File: src/rtl/i2s_pkg.sv
// Shared I2S constants and receiver state encoding (also used by the playback transmitter).
package i2s_pkg;
  localparam int I2S_BPS       = 24;
  localparam int I2S_SLOT_BITS = 32;
  localparam int I2S_BCLK_HALF = 12;
  localparam int I2S_LRC_HALF  = 768;

  typedef enum logic [1:0] {
    ST_ALIGN = 2'd0,
    ST_LEFT  = 2'd1,
    ST_RIGHT = 2'd2
  } i2s_state_t;
endpackage

File: src/rtl/i2s_rx_if.sv
// Stereo sample-pair valid/ready channel from the I2S receiver to its consumer.
interface i2s_rx_if import i2s_pkg::*; #(
  parameter int BPS = I2S_BPS
) ();
  logic           valid;
  logic           ready;
  logic [BPS-1:0] left;
  logic [BPS-1:0] right;

  modport master (output valid, left, right, input ready);
  modport slave  (input valid, left, right, output ready);
endinterface

File: src/rtl/i2s_sync_edge.sv
// N-stage synchroniser for an asynchronous serial-clock-domain input, plus
// one extra flop so rising/falling edges of the synced value can be seen.
module i2s_sync_edge #(
  parameter int STAGES = 2
) (
  input  logic in_clk,
  input  logic in_rst,
  input  logic d,
  output logic q,
  output logic rise,
  output logic fall
);
  logic [STAGES-1:0] sync_q;
  logic              prev_q;

  // synchroniser chain followed by the edge-detect history flop
  always_ff @(posedge in_clk) begin
    if (in_rst) begin
      sync_q <= '0;
      prev_q <= 1'b0;
    end else begin
      sync_q[0] <= d;
      for (int i = 1; i < STAGES; i++) sync_q[i] <= sync_q[i-1];
      prev_q <= sync_q[STAGES-1];
    end
  end

  assign q    = sync_q[STAGES-1];
  assign rise = q & ~prev_q;
  assign fall = ~q & prev_q;
endmodule

File: src/rtl/i2s_rx.sv
// I2S record-path receiver: left-justified, MSB-first BPS-bit samples in
// SLOT_BITS-wide slots, delivered as stereo pairs over a valid/ready channel.
module i2s_rx import i2s_pkg::*; #(
  parameter int BPS         = I2S_BPS,
  parameter int SLOT_BITS   = I2S_SLOT_BITS,
  parameter int SYNC_STAGES = 2
) (
  input  logic       in_clk,
  input  logic       in_rst,
  input  logic       in_en,
  input  logic       in_BCLK,
  input  logic       in_RECLRC,
  input  logic       in_RECDAT,
  i2s_rx_if.master   rx,
  output logic       out_frame_err,
  output logic       out_overrun
);
  localparam int CW = $clog2(SLOT_BITS) + 1;
  localparam logic [CW-1:0] BPS_C  = CW'(BPS);
  localparam logic [CW-1:0] LAST_C = CW'(BPS - 1);
  localparam logic [CW-1:0] SLOT_C = CW'(SLOT_BITS);

  logic bclk_rise, bclk_fall_unused, bclk_s_unused;
  logic lrc_rise, lrc_fall, lrc_s_unused;
  logic dat_s, dat_rise_unused, dat_fall_unused;

  i2s_sync_edge #(.STAGES(SYNC_STAGES)) u_bclk (
    .in_clk(in_clk), .in_rst(in_rst), .d(in_BCLK),
    .q(bclk_s_unused), .rise(bclk_rise), .fall(bclk_fall_unused));
  i2s_sync_edge #(.STAGES(SYNC_STAGES)) u_lrc (
    .in_clk(in_clk), .in_rst(in_rst), .d(in_RECLRC),
    .q(lrc_s_unused), .rise(lrc_rise), .fall(lrc_fall));
  // data goes through the same depth so it lines up with bclk_rise
  i2s_sync_edge #(.STAGES(SYNC_STAGES)) u_dat (
    .in_clk(in_clk), .in_rst(in_rst), .d(in_RECDAT),
    .q(dat_s), .rise(dat_rise_unused), .fall(dat_fall_unused));

  i2s_state_t      state_q, state_d;
  logic [CW-1:0]   bit_cnt;
  logic [BPS-2:0]  sreg;      // the BPS-th bit is merged in combinationally at capture
  logic [BPS-1:0]  cap_word;
  logic [BPS-1:0]  left_hold;
  logic            lrc_edge, cap, slot_full, ferr_d, load;

  assign lrc_edge  = lrc_rise | lrc_fall;
  assign cap_word  = {sreg, dat_s};
  // the bclk_rise that shifts in the last sample bit of the current slot
  assign cap       = bclk_rise & ~lrc_edge & (bit_cnt == LAST_C);
  assign slot_full = (bit_cnt >= BPS_C);
  assign load      = in_en & (state_q == ST_RIGHT) & cap;

  // bit counter and shifter; an LRC edge restarts the slot and wins over a coincident bclk_rise
  always_ff @(posedge in_clk) begin
    if (in_rst) begin
      bit_cnt <= '0;
      sreg    <= '0;
    end else if (lrc_edge) begin
      bit_cnt <= '0;
    end else if (bclk_rise) begin
      if (bit_cnt < BPS_C)  sreg    <= cap_word[BPS-2:0];
      if (bit_cnt < SLOT_C) bit_cnt <= bit_cnt + CW'(1);
    end
  end

  // state register, plus left-sample holding register
  always_ff @(posedge in_clk) begin
    if (in_rst) begin
      state_q       <= ST_ALIGN;
      out_frame_err <= 1'b0;
      left_hold     <= '0;
    end else begin
      state_q       <= state_d;
      out_frame_err <= ferr_d;
      if (in_en && state_q == ST_LEFT && cap) left_hold <= cap_word;
    end
  end

  // slot sequencing: a slot shorter than BPS bits or an out-of-order LRC edge forces realignment
  always_comb begin
    state_d = state_q;
    ferr_d  = 1'b0;
    if (!in_en) begin
      state_d = ST_ALIGN;
    end else begin
      case (state_q)
        ST_ALIGN: if (lrc_rise) state_d = ST_LEFT;
        ST_LEFT: begin
          if (lrc_rise) begin
            ferr_d  = 1'b1;
            state_d = ST_ALIGN;
          end else if (lrc_fall) begin
            if (slot_full) state_d = ST_RIGHT;
            else begin
              ferr_d  = 1'b1;
              state_d = ST_ALIGN;
            end
          end
        end
        ST_RIGHT: begin
          if (lrc_rise) begin
            if (slot_full) state_d = ST_LEFT;
            else begin
              ferr_d  = 1'b1;
              state_d = ST_ALIGN;
            end
          end
        end
        default: state_d = ST_ALIGN;
      endcase
    end
  end

  // output pair register: a new pair is dropped only if the held one cannot leave this cycle
  always_ff @(posedge in_clk) begin
    if (in_rst) begin
      rx.valid    <= 1'b0;
      rx.left     <= '0;
      rx.right    <= '0;
      out_overrun <= 1'b0;
    end else begin
      out_overrun <= 1'b0;
      if (load && !(rx.valid && !rx.ready)) begin
        rx.left  <= left_hold;
        rx.right <= cap_word;
        rx.valid <= 1'b1;
      end else begin
        if (load) out_overrun <= 1'b1;
        if (rx.valid && rx.ready) rx.valid <= 1'b0;
      end
    end
  end
endmodule
File: src/flat_wrapper.sv
// flat-port wrapper written by rule: the top's interface ports become plain ports
module i2s_rx_flat import i2s_pkg::*;
#(
  parameter int BPS         = I2S_BPS,
  parameter int SLOT_BITS   = I2S_SLOT_BITS,
  parameter int SYNC_STAGES = 2
)
  (in_clk, in_rst, in_en, in_BCLK, in_RECLRC, in_RECDAT, out_frame_err, out_overrun, rx_valid, rx_left, rx_right, rx_ready);
  i2s_rx_if #(.BPS(BPS)) rx_i ();
  input  logic in_clk;
  input  logic in_rst;
  input  logic in_en;
  input  logic in_BCLK;
  input  logic in_RECLRC;
  input  logic in_RECDAT;
  output logic out_frame_err;
  output logic out_overrun;
  output wire logic [$bits(rx_i.valid)-1:0] rx_valid;
  output wire logic [$bits(rx_i.left)-1:0] rx_left;
  output wire logic [$bits(rx_i.right)-1:0] rx_right;
  input wire logic [$bits(rx_i.ready)-1:0] rx_ready;
  assign rx_valid = rx_i.valid;
  assign rx_left = rx_i.left;
  assign rx_right = rx_i.right;
  assign rx_i.ready = rx_ready;
  i2s_rx #(.BPS(BPS), .SLOT_BITS(SLOT_BITS), .SYNC_STAGES(SYNC_STAGES)) u_core (.in_clk(in_clk), .in_rst(in_rst), .in_en(in_en), .in_BCLK(in_BCLK), .in_RECLRC(in_RECLRC), .in_RECDAT(in_RECDAT), .rx(rx_i), .out_frame_err(out_frame_err), .out_overrun(out_overrun));
endmodule
File: config.mk
export PLATFORM = sky130hd
export DESIGN_NAME = i2s_rx_flat
export DESIGN_NICKNAME = d
export VERILOG_FILES = /design/src/rtl/i2s_pkg.sv /design/src/rtl/i2s_rx_if.sv /design/src/rtl/i2s_sync_edge.sv /design/src/rtl/i2s_rx.sv /design/src/flat_wrapper.sv
export SDC_FILE = /design/constraint.sdc
export NUM_CORES = 1
export LEC_CHECK = 0
export CORE_UTILIZATION = 48
export CTS_CLUSTER_DIAMETER = 30
export DETAILED_ROUTE_END_ITERATION = 10
export GPL_ROUTABILITY_DRIVEN = 0
export GPL_TIMING_DRIVEN = 0
export PLACE_DENSITY = 0.71
export SLEW_MARGIN = 15
export SYNTH_ARGS = -nofsm -noshare
export SYNTH_HDL_FRONTEND = slang
export SYNTH_SLANG_ARGS = --single-unit
File: constraint.sdc
create_clock -name in_clk -period 3.25 [get_ports in_clk]
set_input_delay 0.65 -clock in_clk [delete_from_list [all_inputs] [get_ports in_clk]]
set_output_delay 0.65 -clock in_clk [all_outputs]
set_load 0.01 [all_outputs]
==> reports/metrics.csv <==
metric,value,unit
clock power share,56.5,%
Starting Density,49.9,%
Crit. End Element,flop,
hold_sp,u_core.u_bclk.sync_q[0]$_SDFF_PP0_,
Vias,3865,
Slew @ Worst Pin,0.583,ns
vias in the first global route,3690,
Port-buffer cells,56,
Slew HR,60.9,%
Congestion Overflow GR,0,
final WL,10600,microns
# resized after CTS,0,
Crit Reg-Reg Endpoint,u_core.rx.left[12]$_SDFFE_PP0P_,
WP data arrival,2.81,ns
pwr/cell area,593,nW/um^2
Worst Clk Skew,0.00858,ns
Worst Hold Depth,1,
R2R cell count,8,
Net Sw Frac,19.8,%
Comb power frac,1.8,%
Antenna Violating Nets Remaining,0,
Avg WL per Cell,14.8,microns
HPWL after DPL,7340,microns
deepest clock path buffer count,2,
HP Class,reg2reg,
share of cells above drive strength 1,11.6,%
min Tclk post-route,2.43,ns
Core Area,8760,sq um
height of the die,97.5,microns
Max Slew Vio Count,0,
Syn Nets,533,
crit path kind,reg2reg,
post-synthesis sequential area ratio,52.2,%
RSZ-0062 raised after global routing,false,
CP max FO,10,
Worst IR Drop VDD,270,uV
number of DRC violations after detailed-routing iteration 0,205,
full die area,9500,sq um
Root Driver,clkbuf_8,
Final Hold Fails,0,
maximum clock frequency,412,MHz
Residual DRC,0,
CP startpoint,u_core.u_lrc.prev_q$_SDFF_PP0_,
final net count,608,
mapped cell area,4380,sq um
count of cell types in the netlist,34,
Tcrit/Tclk final,74.8,%
Fin Setup TNS,0,ns
number of fill cells,730,
clock latency on the worst-skew pair,0.52,ns
row cnt,34,
"Setup violations, final",0,
MaxCap Viol Count,0,
Setup Buffers After CTS,0,
synthesis-stage register bit count,114,
clock-pin slew on the worst setup and hold paths,0.05,ns
initial antenna violation count,0,
drt first pass iters,4,
first-pass GRT wire length,17800,microns
P_leak,0.00188,uW
sequential power share,41.7,%
largest net degree at the start of global routing,17,
Syn Area/Cell,8.45,sq um
Post-CTS Hold Buffers,0,
Syn Inst Count,518,
I/O Pins,58,
status,finished clean,
routed vias/inst,5.41,
Overall Global Routing Usage,23.5,%
Sw Pwr,669,uW
"Req. time, crit path",3.63,ns
diode count,0,
flop2flop setup slack,0.82,ns
H-tree level count,4,
Die X,97.5,microns
Int Power,2710,uW
worst hold margin,0.445,ns
total of warnings raised by yosys,0,
total CTS buffers,17,
synth-to-layout area growth,30.1,%
FF-to-FF Start,u_core.u_lrc.prev_q$_SDFF_PP0_,
TritonCTS clock tree,built,
crit path launch type,flop,
WHS Endpoint,u_core.u_bclk.sync_q[1]$_SDFF_PP0_,
clk sinks,114,
[routing by layer]
metal  GRT usage (%)  up-vias  share of wire, %
met2            35.9      100                45
met5               0        -                 0
li1                -     1912                 -
met1            32.3     1837                48
met3            5.68       16               4.7
met4            8.71        0               1.4
[power by group through the flow]
stage                     registers [uW]  logic [uW]  clock network [uW]
after floorplan                     1440        40.2                   0
after global placement              1440        60.2                   0
after detailed placement            1440        61.0                   0
after CTS                           1410        62.0                1920
after global routing                1410        69.3                1980
final                               1410        62.4                1910
[cell families after synthesis]
logic type,synth area share (%)
AOI/OAI and AO/OA,18.6
adders and majority gates,2.29
buffers and inverters,5.32
DFF,52.2
and+or+nand+nor,20.9
xor gates and xnor gates,0.801
[metrics by stage]
step	instances	setup slack, ns	area (sq um)	utilization, %	total power, uW
floorplan	518	1.32	4380	-	1480
global placement	682	0.566	5070	57.9	1500
detailed placement	682	0.540	5070	57.9	1500
CTS	714	0.810	5690	65.0	3390
global route	714	0.598	5690	65.0	3460
finish	714	0.820	5690	65.0	3380
[final cells by class]
cell class	count	area, sq um	share of cell area [%]
Sequential cell	114	2280	40.1
Tap cell	108	135	2.37
Inverter	7	26.3	0.461
Buffer	44	206	3.63
Clock inverter	8	123	2.15
Clock buffer	24	500	8.79
Timing Repair Buffer	56	561	9.84
Multi-Input combinational cell	353	1860	32.7
[sequential cells by signal (all words and copies together) (netlist names)]
name                  count
u_core.rx.right          24
u_core.out_frame_err      1
u_core.u_dat.sync_q       2
u_core.u_lrc.sync_q       2
u_core.state_q            2
u_core.rx.valid           1
u_core.sreg              23
u_core.left_hold         24
u_core.rx.left           24
u_core.u_bclk.prev_q      1
u_core.bit_cnt            6
u_core.u_bclk.sync_q      2
u_core.out_overrun        1
u_core.u_lrc.prev_q       1
[cell usage after synthesis, drive strengths merged]
library cell  number  area (sq um)
a211oi             1          7.51
a21o               1          7.51
a21oi            101           543
a32oi              1          8.76
and3               1          6.26
and4bb             2          25.0
buf               13          90.1
clkbuf            31           116
dfxtp            114          2280
ha                 8           100
inv                7          26.3
nand2            100           400
nand2b             4          25.0
nand3             49           245
nand4              4          25.0
nand4bb            1          11.3
nor2              10          37.5
nor2b             10          62.6
nor3               1          5.00
nor3b              2          20.0
nor4               1          21.3
o21ai             49           245
or3                1          6.26
or3b               1          11.3
or4                1          11.3
xnor2              1          8.76
xor2               3          26.3
[cells in the final DEF, fill, tap and decap left out, types with 8 or more instances in the layout]
cell,netlist,final
dfxtp_1,114,114
a21oi_1,91,91
nand2_1,90,90
clkdlybuf4s50_1,0,56
nand3_1,49,49
o21ai_0,47,47
clkbuf_1,31,32
clkbuf_16,0,16
nor2b_1,10,10
nand2_2,10,10
a21oi_2,10,10
nor2_1,10,10
buf_2,9,9
ha_1,8,8
[worst max-delay path, stage by stage, from the launching register on]
cell and delay [ns]:
dfxtp_1 0.33, inv_1 0.06, ha_1 0.33, nand4_1 0.26, nand4bb_1 0.42, clkbuf_1 0.31, clkbuf_1 0.27, o21ai_0 0.22
a21oi_1 0.09
[worst max path at each step]
stage / end
after floorplan: u_core.left_hold[0]$_SDFFE_PP0P_
after global placement: u_core.rx.left[12]$_SDFFE_PP0P_
after detailed placement: u_core.rx.left[14]$_SDFFE_PP0P_
after CTS: u_core.rx.left[12]$_SDFFE_PP0P_
after global routing: u_core.rx.left[12]$_SDFFE_PP0P_
final: u_core.rx.left[12]$_SDFFE_PP0P_
(Power assumes the default switching activity.)
